**config.mk**
```make
export PLATFORM = sky130hd
export DESIGN_NAME = exercise_burst_feeder
export DESIGN_NICKNAME = d
export VERILOG_FILES = /design/src/rtl/exercise_burst_feeder.sv
export SDC_FILE = /design/constraint.sdc
export NUM_CORES = 1
export LEC_CHECK = 0
export BUFFER_PORTS_ARGS = -buffer_cell sky130_fd_sc_hd__buf_2
export CAP_MARGIN = 15
export CELL_PAD_IN_SITES_DETAIL_PLACEMENT = 2
export CELL_PAD_IN_SITES_GLOBAL_PLACEMENT = 2
export CORE_ASPECT_RATIO = 1.4
export CORE_UTILIZATION = 43
export DETAILED_ROUTE_END_ITERATION = 6
export PLACE_DENSITY = 0.86
export SYNTH_ARGS = -nofsm -noshare
export SYNTH_HDL_FRONTEND = slang
export SYNTH_SLANG_ARGS = --single-unit
```
**constraint.sdc**
```tcl
create_clock -name clk -period 3.1 [get_ports clk]
set_input_delay 0.31 -clock clk [delete_from_list [all_inputs] [get_ports clk]]
set_output_delay 0.31 -clock clk [all_outputs]
set_load 0.03 [all_outputs]
```
**src/rtl/exercise_burst_feeder.sv**
```systemverilog
// rtl/exercise_burst_feeder.sv - packs a word stream into 6-word ping-pong groups and issues them as core bursts
//
// Purpose: accepts a valid/ready stream of 9-bit words plus a 3-bit mode and
// packs them into groups of GROUP words across two banks. Each full bank is
// issued to the core as one GROUP-beat in_valid burst. The feeder then waits
// for the core's out_valid burst to complete (or time out) and holds an idle
// gap before the next burst.
//
// Ports:
//   clk         clock, all state updates on the rising edge
//   rst_n       synchronous reset, active-high (1 clears state)
//   s_valid     upstream word valid
//   s_data      upstream word (9b)
//   s_mode      group mode (3b), sampled with the first word of a group
//   s_ready     feeder can take s_data this cycle
//   in_valid    burst valid to core
//   in_data     burst word to core (9b)
//   in_mode     mode to core, nonzero only on the first beat
//   out_valid   core output valid, observed only
//   busy        FSM not idle or any buffered data present
//   timeout_err sticky flag: core never answered a burst
//   grp_cnt     completed transactions, modulo 2^16
module exercise_burst_feeder #(
  parameter int GROUP   = 6,
  parameter int MIN_GAP = 2,
  parameter int TIMEOUT = 2000
) (
  input  logic        clk,
  input  logic        rst_n,
  input  logic        s_valid,
  input  logic [8:0]  s_data,
  input  logic [2:0]  s_mode,
  output logic        s_ready,
  output logic        in_valid,
  output logic [8:0]  in_data,
  output logic [2:0]  in_mode,
  input  logic        out_valid,
  output logic        busy,
  output logic        timeout_err,
  output logic [15:0] grp_cnt
);

  localparam int IW = $clog2(GROUP);
  localparam int TW = $clog2(TIMEOUT + 1);
  localparam int GW = $clog2(MIN_GAP + 2);

  localparam logic [IW-1:0] LAST_IDX = IW'(GROUP - 1);
  localparam logic [TW-1:0] TO_LAST  = TW'(TIMEOUT - 1);
  localparam logic [GW-1:0] GAP_LAST = GW'((MIN_GAP > 0) ? MIN_GAP - 1 : 0);
  localparam logic [GW-1:0] GAP_INIT = GW'(MIN_GAP);

  typedef enum logic [2:0] {
    ST_IDLE,
    ST_ISSUE,
    ST_WAIT_RISE,
    ST_WAIT_FALL,
    ST_GAP
  } state_t;

  // Storage: two banks of GROUP words, one mode register per bank.
  logic [8:0]    bank_q [2][GROUP];
  logic [2:0]    mode_q [2];

  logic [1:0]    full_q, full_d;
  logic          fill_ptr_q, fill_ptr_d;
  logic [IW-1:0] fill_idx_q, fill_idx_d;
  logic          iss_ptr_q, iss_ptr_d;

  state_t        state_q, state_d;
  logic [IW-1:0] beat_q, beat_d;
  logic [TW-1:0] tcnt_q, tcnt_d;
  logic [GW-1:0] gap_q, gap_d;
  logic          err_q, err_d;
  logic [15:0]   grp_q, grp_d;

  logic          fill_acc;
  logic          fill_done;
  logic          free_iss;

  // s_ready is forced low while reset is asserted so nothing is accepted
  // into a bank that is being cleared.
  assign s_ready   = ~rst_n & ~full_q[fill_ptr_q];
  assign fill_acc  = s_valid & s_ready;
  assign fill_done = fill_acc & (fill_idx_q == LAST_IDX);

  always_comb begin
    full_d     = full_q;
    fill_ptr_d = fill_ptr_q;
    fill_idx_d = fill_idx_q;
    if (fill_acc) begin
      if (fill_done) begin
        fill_idx_d = '0;
        fill_ptr_d = ~fill_ptr_q;
        full_d[fill_ptr_q] = 1'b1;
      end else begin
        fill_idx_d = fill_idx_q + 1'b1;
      end
    end
    // The bank being freed is never the bank being filled: a full bank
    // blocks s_ready, so both updates can coexist.
    if (free_iss) begin
      full_d[iss_ptr_q] = 1'b0;
    end
  end

  always_ff @(posedge clk) begin
    if (fill_acc) begin
      bank_q[fill_ptr_q][fill_idx_q] <= s_data;
      if (fill_idx_q == '0) begin
        mode_q[fill_ptr_q] <= s_mode;
      end
    end
  end

  always_comb begin
    state_d   = state_q;
    beat_d    = beat_q;
    tcnt_d    = tcnt_q;
    gap_d     = gap_q;
    err_d     = err_q;
    grp_d     = grp_q;
    iss_ptr_d = iss_ptr_q;
    free_iss  = 1'b0;
    case (state_q)
      ST_IDLE: begin
        // Looking at the completing fill lets the first beat appear the
        // cycle right after the last word is accepted.
        if (full_q[iss_ptr_q] || (fill_done && (fill_ptr_q == iss_ptr_q))) begin
          state_d = ST_ISSUE;
          beat_d  = '0;
        end
      end
      ST_ISSUE: begin
        if (beat_q == LAST_IDX) begin
          free_iss  = 1'b1;
          iss_ptr_d = ~iss_ptr_q;
          tcnt_d    = '0;
          state_d   = ST_WAIT_RISE;
        end else begin
          beat_d = beat_q + 1'b1;
        end
      end
      ST_WAIT_RISE: begin
        if (out_valid) begin
          state_d = ST_WAIT_FALL;
        end else if (tcnt_q == TO_LAST) begin
          err_d   = 1'b1;
          gap_d   = '0;
          state_d = ST_GAP;
        end else begin
          tcnt_d = tcnt_q + 1'b1;
        end
      end
      ST_WAIT_FALL: begin
        if (!out_valid) begin
          grp_d   = grp_q + 16'd1;
          gap_d   = '0;
          state_d = ST_GAP;
        end
      end
      ST_GAP: begin
        if (gap_q >= GAP_LAST) begin
          state_d = ST_IDLE;
        end else begin
          gap_d = gap_q + 1'b1;
        end
      end
      default: state_d = ST_IDLE;
    endcase
  end

  always_ff @(posedge clk) begin
    if (rst_n) begin
      full_q     <= '0;
      fill_ptr_q <= 1'b0;
      fill_idx_q <= '0;
      iss_ptr_q  <= 1'b0;
      state_q    <= ST_IDLE;
      beat_q     <= '0;
      tcnt_q     <= '0;
      gap_q      <= GAP_INIT;
      err_q      <= 1'b0;
      grp_q      <= '0;
    end else begin
      full_q     <= full_d;
      fill_ptr_q <= fill_ptr_d;
      fill_idx_q <= fill_idx_d;
      iss_ptr_q  <= iss_ptr_d;
      state_q    <= state_d;
      beat_q     <= beat_d;
      tcnt_q     <= tcnt_d;
      gap_q      <= gap_d;
      err_q      <= err_d;
      grp_q      <= grp_d;
    end
  end

  always_comb begin
    in_valid = (state_q == ST_ISSUE);
    in_data  = '0;
    in_mode  = '0;
    if (state_q == ST_ISSUE) begin
      in_data = bank_q[iss_ptr_q][beat_q];
      if (beat_q == '0) begin
        in_mode = mode_q[iss_ptr_q];
      end
    end
  end

  assign busy        = (state_q != ST_IDLE) | (|full_q) | (fill_idx_q != '0);
  assign timeout_err = err_q;
  assign grp_cnt     = grp_q;

endmodule
```
Word level (Yosys, flattened, before mapping)
Memories as Yosys holds them, arrays and structs flattened. A register that Yosys moved wholly into a read port is not among the register bits.
Cells that the tools add are included.
{"block": "op_classes", "shifts": 0, "n_reduce_logical": 22, "add_sub_neg": 5, "eq_ne": 18, "mul": 0, "n_div": 0, "n_mux": 50, "bitwise": 15, "order_cmp": 8}
{"op": "2-to-1 mux 54 bit", "n": 1}
{"op": "2-to-1 mux 9 bit", "n": 4}
{"op": "2-to-1 mux 11 bit", "n": 3}
{"op": "2-to-1 mux 3 bit", "n": 11}
{"op": "binary-select mux 9 bit (select 3 bit)", "n": 1}
{"op": "demux 9 bit (select 3 bit)", "n": 1}
{"op": "case mux 11 bit (2 select lines)", "n": 1}
{"op": "adder 16 x 1 -> 16 bit, second input constant", "n": 1}
{"op": "2-to-1 mux 1 bit", "n": 16}
{"op": "!= test 2 bit, second input constant", "n": 8}
{"op": "case mux 3 bit (5 select lines)", "n": 1}
{"op": "2-to-1 mux 2 bit", "n": 7}
{"op": "adder 11 x 1 -> 11 bit, second input constant", "n": 1}
{"op": "== test 11 bit, second input constant", "n": 1}
{"op": "AND reduction 5 bit", "n": 2}
{"op": "== test 3 bit, second input constant", "n": 3}
{"op": "logical NOT 3 bit", "n": 3}
{"op": "nonzero test 3 bit", "n": 3}
{"op": ">= comparator 4 bit, second input constant", "n": 2}
{"op": "inverter 3 -> 4 bit", "n": 2}
{"op": "adder 3 x 1 -> 3 bit, second input constant", "n": 2}
{"op": "== test 3 x 2 -> 1 bit, second input constant", "n": 2}
{"op": "case mux 2 bit (3 select lines)", "n": 1}
{"op": "case mux 3 bit (2 select lines)", "n": 1}
{"op": "23 further kinds", "n": 40}
{"block": "totals", "regBits": 43, "latch_bits": 0, "elab_cells": 130, "in_bits": 16, "romBits": 0, "memories": 2, "ram_bits": 114}
{"memory": "bank_q", "depth": 2, "width": 54, "rd": 1, "rd_clocked_by_memory_dff": 1, "write_ports": 1, "line": "61", "rtl": "logic [8:0] bank_q [2][GROUP];"}
{"memory": "mode_q", "depth": 2, "width": 3, "rd": 1, "rd_clocked_by_memory_dff": 1, "write_ports": 1, "line": "62", "rtl": "logic [2:0] mode_q [2];"}

Logic depth before layout (Yosys ltp)
Gate-level depths: netlist of the first run.
{"block": "depth", "depth_word": 10, "ltp_mapped": 9, "depth_no_buf": 6}

Worst setup path before layout of the first run
Ideal clock, no wire load.
{"block": "synth_path", "path_kind": "reg-to-reg", "start": "reg fill_ptr_q", "end": "mem bank_q[0][45] (netlist name) (enable)", "required_ps": 2701, "path_slack_ps": 604, "arrival_ps": 2097, "path_stages_with_launch": 6, "synth_period_minus_slack_ps": 2496, "cell_sequence": "dfxtp_1 mux2i_1 and3_1 clkbuf_1 nand2_1 nor4_1"}
{"block": "synth_between", "elab_chain_cells": 7}
{"element": "start: declaration", "line": "65", "rtl": "logic fill_ptr_q, fill_ptr_d;"}
{"element": "start signal: assignment", "line": "186", "rtl": "fill_ptr_q <= fill_ptr_d;"}
{"element": "2-to-1 mux 1 bit (not written as such) (2 in a row)", "line": "82", "rtl": "assign s_ready = ~rst_n & ~full_q[fill_ptr_q];"}
{"element": "inverter 1 bit", "line": "82"}
{"element": "bitwise AND 1 bit", "line": "82"}
{"element": "bitwise AND 1 bit", "line": "83", "rtl": "assign fill_acc = s_valid & s_ready;"}
{"element": "2-to-1 mux 1 bit", "line": "107", "rtl": "if (fill_acc) begin"}
{"element": "2-to-1 mux 54 bit (not written as such)", "line": "108", "rtl": "bank_q[fill_ptr_q][fill_idx_q] <= s_data;"}
{"element": "end: declaration", "line": "61"}
Several ways; a longest one is shown, not always the timed one. The select of a mux whose other input is x is not followed.

==> impl_metrics.ini, run 1 <==
[setup_path]
crit_type = flop to output pin
cp-start-kind = flop
path_cells = buf_12 -> mux4_2 -> mux2i_1 -> a211oi_1 -> buf_2
path_buf_inv = 2
crit_fanout = 18
end_kind = output pin
critPathRequiredTime_ns = 2.79
worst_path_max_delay_cell = dfxtp_2
arrival_ns = 2.44
slowest_delay_ns = 0.65
critPathTopFamily = multiplexers

[synthesis]
synth_async_sr_flop_share = 0
ys_ff_latch = 158
synth_fp_nets = 512
syn_inst = 487
ys_types = 61
yosys_warnings = 0
yosys_most_used_dff = edfxtp_1
ys_seq_area_frac = 0.631
syn-cell-area_sq_um = 6820
synth_edf_count = 114
synth_area_per_cell_sq_um = 14.0

[timing]
max_freq_mhz = 363
setup_viol = 0
period_needed_ns = 2.75
max_slew_margin = 0.474
tightest_slew_ns = 0.788
finalSetupTns_ns = 0
final_hold_viol_count = 0
finClkSkew_ns = 0.0225
rsz0062_at_grt = false
fin_crit_sh = 0.888
drv_slew = 0

[routing]
ant_nets = 0
wirelength_microns = 19300
drt-initial-drc-count = 148
drc = 0
vias = 4412
via_per_inst = 5.81
wire_per_inst_microns = 25.4
first_pass_iters = 7

[clocking]
cts_buffers = 17
clock_sinks = 158
cts_resized = 0
clock_latency_ns = 0.45
root_buffer = clkbuf_16
htree_levels = 4
postCtsSetupBuffers = 0
postCtsHoldBufs = 0
clkTransAtPathRegs_ns = 0.06
cts_tree = yes
clock_tree.buffer_depth = 2

[floorplanning]
fp-row-count = 54
die_w_microns = 108
die_area_sq_um = 16400
initial_core_util = 0.439
die-height_microns = 151
coreArea_sq_um = 15500
io_pins = 48

[status]
status = completed

[pwr]
p_total_mw = 4.49
peakVddDrop_mv = 0.375
pwr_density_cell_nw_per_um2 = 565
p_leak_nw = 2.74

[layout]
diodes = 0
fin_cells = 759
drive_above_1_share = 0.249
area_delta_synth_final_pct = 16.7
nNetsFinal = 575

[placement]
place_congestion = 0.780
place_inst = 727
io_buffers = 47
dp_hpwl_microns = 13400

[grt]
grt_pass1_wl_microns = 29200
use_met1 = 0.265
gr-usage-all-layers = 0.253
overflow = 0
antenna_found_initial = 0
globalRouteMet2Util = 0.477
top_usage_layer = met2
grt_pass1_vias = 4901
grt_start_max_net_pins = 35
use_met3 = 0.0534

[flow_run]
cap_viol_max_count = 0

[hold_path]
hp-class = primary input to flop
through the flow:
step,setup slack [ns],util,area (sq um),hold WS [ns]
after floorplan,0.604,-,6820,0.409
after global placement,0.771,0.475,7380,0.432
after detailed placement,0.339,0.475,7380,0.456
after CTS,0.310,0.512,7960,0.0501
after global routing,0.171,0.512,7960,0.0612
final,0.348,0.512,7960,0.0698
cells in the final DEF (no fill, tap or decap), types with 7 or more instances in the layout:
cell type	netlist	final
a211oi_1	10	10
a21oi_1	23	23
buf_2	7	47
buf_4	1	20
clkbuf_16	0	17
clkinv_2	0	7
dfxtp_1	44	43
edfxtp_1	114	114
ha_1	9	9
inv_1	13	13
mux2i_1	18	18
mux4_2	27	27
nand2_1	27	27
nand2b_1	7	7
nand3_1	13	13
nand4_1	8	8
nor2_1	39	39
nor3_1	10	10
o211ai_1	7	7
xnor2_1	8	8
registers in the layout, indices dropped and copies added, names as in the netlist, named ones only:
signal and flops:
timeout_err 1, bank_q 108, beat_q 3, state_q 3, iss_ptr_q 1, full_q 2
grp_cnt 16, mode_q 6, fill_idx_q 3, gap_q 2, fill_ptr_q 1, tcnt_q 11
cell usage after synthesis (all sizes together), types with 5 or more instances:
| master | number | area [sq um] |
|---|---|---|
| nand3 | 13 | 65.1 |
| xnor2 | 8 | 70.1 |
| or3 | 6 | 37.5 |
| o21ai | 6 | 30.0 |
| edfxtp | 114 | 3420 |
| clkbuf | 15 | 56.3 |
| or4 | 5 | 37.5 |
| dfxtp | 44 | 881 |
| ha | 9 | 113 |
| a21oi | 23 | 115 |
| nand2 | 27 | 101 |
| nand2b | 7 | 43.8 |
| inv | 15 | 56.3 |
| mux4 | 27 | 608 |
| nand4 | 8 | 50.1 |
| mux2i | 18 | 180 |
| o21a | 5 | 37.5 |
| a211oi | 10 | 75.1 |
| xor2 | 6 | 52.6 |
| o211ai | 7 | 52.6 |
| nor2 | 39 | 146 |
| and3 | 6 | 37.5 |
| nor3 | 10 | 50.1 |
| buf | 9 | 53.8 |
path summary, 6_finish.rpt:
kind              cells past startpoint         from  slack (ns)             to
hold reg to reg                       2  timeout_err        0.46    timeout_err
hold / removal                        1    s_mode[2]        0.07   mode_q[0][2]
setup / recovery                      5         flop        0.35     in_data[3]
setup reg to reg                      5   fill_ptr_q        0.35  bank_q[1][34]
cell families (layout without fill, tap and decap cells):
kind of cell,Yosys count,after routing,share of synthesized area
fa+ha+maj,9,9,0.0165
compound gates,70,70,0.0721
xor+xnor,14,14,0.0180
flops,158,158,0.631
buf+inv,39,115,0.0244
simple gates,148,148,0.116
mux,49,49,0.122
power by group:
group          internal [mW]  leakage [nW]  total (mW)  switching, mW
logic                 0.0290          1.07       0.103         0.0737
clock network           1.25         0.288        2.11          0.858
registers               2.27          1.38        2.28        0.00611
total                   3.55          2.74        4.49          0.938
worst reg2reg max path: cells and delay by family (launching register included):
family | cells | cell delay (ns)
AND/OR/NAND/NOR | 3 | 1.15
flip-flops | 1 | 0.65
multiplexers | 1 | 0.40
buffers and inverters | 1 | 0.27
routing by layer:
metal  share of wire  vias to the layer above
met5               0                        -
met4           0.032                        0
met3           0.030                       39
met2            0.55                       95
met1            0.38                     2272
li1                -                     2006
area by class of cell:
class | instances | area (sq um)
clock inverter | 14 | 149
clock buffer | 18 | 429
inverter | 15 | 56.3
fill | 1486 | 7580
multi-input combinational | 290 | 2370
tap | 196 | 245
timing repair buffer | 68 | 405
sequential | 158 | 4310
Power figures use the tool's default switching activity.
==> run 2: changes to the inputs <==
--- a/config.mk
+++ b/config.mk
@@ -10,9 +10,11 @@
 export CELL_PAD_IN_SITES_DETAIL_PLACEMENT = 2
 export CELL_PAD_IN_SITES_GLOBAL_PLACEMENT = 2
 export CORE_ASPECT_RATIO = 1.4
-export CORE_UTILIZATION = 43
+export CORE_UTILIZATION = 45
+export CTS_BUF_LIST = sky130_fd_sc_hd__clkbuf_8
 export DETAILED_ROUTE_END_ITERATION = 6
-export PLACE_DENSITY = 0.86
+export PLACE_DENSITY = 0.89
 export SYNTH_ARGS = -nofsm -noshare
 export SYNTH_HDL_FRONTEND = slang
 export SYNTH_SLANG_ARGS = --single-unit
+export TNS_END_PERCENT = 50
==> run 2 against run 1 <==
Final cell count shrank 1.2%. Worst setup slack got worse by 0.17 ns. Critical path type unchanged. Sequential share of layout area is 1.5 points higher. Total power down 12%. Clock skew down 0.010 ns. Critical endpoint is now in_mode[2]. Sequential cell count is the same. Die area is 4.4% lower. Largest cell class unchanged. Final area is 2.7% lower. Critical path depth grew 1.
==> impl_metrics.ini, run 2 (synthesized netlist as in run 1, its figures left out) <==
[flow_run]
cap_viol_max_count = 0

[timing]
final_hold_viol_count = 0
drv_slew = 0
period_needed_ns = 2.93
tightest_slew_ns = 0.736
max_freq_mhz = 342
fin_hold_ws_ns = 0.0261
finClkSkew_ns = 0.0123
setup_viol = 0
finalSetupTns_ns = 0
rsz0062_at_grt = false
fin_crit_sh = 0.944
max_slew_margin = 0.508

[pwr]
p_total_mw = 3.94
peakVddDrop_mv = 0.319
p_leak_nw = 2.64
pwr_density_cell_nw_per_um2 = 509

[status]
status = completed

[grt]
grt_start_max_net_pins = 35
globalRouteMet2Util = 0.517
use_met3 = 0.0608
grt_pass1_wl_microns = 31100
top_usage_layer = met2
gr-usage-all-layers = 0.279
overflow = 0
grt_pass1_vias = 5010
antenna_found_initial = 1
use_met1 = 0.305

[layout]
fillers = 1369
drive_above_1_share = 0.246
final_common_cell = edfxtp_1
final_cell_mix = edfxtp_1, buf_2, dfxtp_1
largest_register = bank_q
fin_cells = 750
area_delta_synth_final_pct = 13.6
nNetsFinal = 573
largest_reg_flops = 108

[routing]
vias = 4419
wirelength_microns = 20100
drc = 0
ant_nets = 0
wire_per_inst_microns = 26.8
via_per_inst = 5.89
drt-initial-drc-count = 293
first_pass_iters = 4

[setup_path]
crit_type = flop to output pin
worst_path_max_delay_cell = dfxtp_1
critPathRequiredTime_ns = 2.79
critPathTopFamily = flip-flops
arrival_ns = 2.62
crit_fanout = 19
slowest_delay_ns = 0.81
cp-start-kind = flop
end_kind = output pin
path_buf_inv = 3
path_cells = inv_1 -> nand2b_1 -> inv_2 -> nand3_1 -> nor2_1 -> buf_2

[clocking]
postCtsHoldBufs = 0
root_buffer = clkbuf_8
postCtsSetupBuffers = 0
clkTransAtPathRegs_ns = 0.09
clock_tree.buffer_depth = 2
cts_tree = yes
htree_levels = 4
cts_buffers = 17
clock_latency_ns = 0.48
clock_sinks = 158
cts_resized = 0

[floorplanning]
initial_core_util = 0.466
die_area_sq_um = 15700
io_pins = 48
fp-row-count = 52
die_w_microns = 106
die-height_microns = 148
coreArea_sq_um = 14600

[placement]
dp_hpwl_microns = 13900
place_inst = 718
place_congestion = 0.758
io_buffers = 47

[hold_path]
hp-class = primary input to flop
==> run 2: report_power, final <==
part | internal (mW) | switching (mW)
clock network | 0.777 | 0.780
logic | 0.0290 | 0.0756
registers | 2.27 | 0.00623
total | 3.08 | 0.862
==> run 2: path summary, 6_finish.rpt <==
kind | startpoint | endpoint | slack (ns) | depth (start not counted)
max reg2reg | fill_ptr_q | bank_q[1][48] | 0.41 | 5
min | s_mode[2] | mode_q[0][2] | 0.03 | 1
min reg2reg | timeout_err | timeout_err | 0.49 | 2
max | state_q[2] | in_mode[2] | 0.17 | 6
==> run 2: final cells by class <==
class | count | area, sq um | area share
well taps | 189 | 236 | 0.0305
inverters | 15 | 56.3 | 0.00727
clock inverters | 14 | 154 | 0.0199
diodes | 1 | 2.50 | 0.000323
clock buffers | 17 | 234 | 0.0302
flip-flops and latches | 158 | 4310 | 0.556
repair buffers | 66 | 390 | 0.0504
multi-input cells | 290 | 2370 | 0.306
==> run 2: through the flow <==
| stage | utilization | area (sq um) | worst slack [ns] |
|---|---|---|---|
| floorplan | - | 6820 | 0.604 |
| global placement | 0.502 | 7360 | 0.762 |
| detailed placement | 0.502 | 7360 | 0.456 |
| finish | 0.529 | 7750 | 0.175 |
| CTS | 0.529 | 7740 | 0.133 |
| global route | 0.529 | 7750 | 0.0487 |
==> run 2: per-layer routing <==
metal	up-vias	wire length, microns
met1	2265	7370
met4	0	459
met3	34	829
met5	-	0
met2	124	11400
li1	1996	-
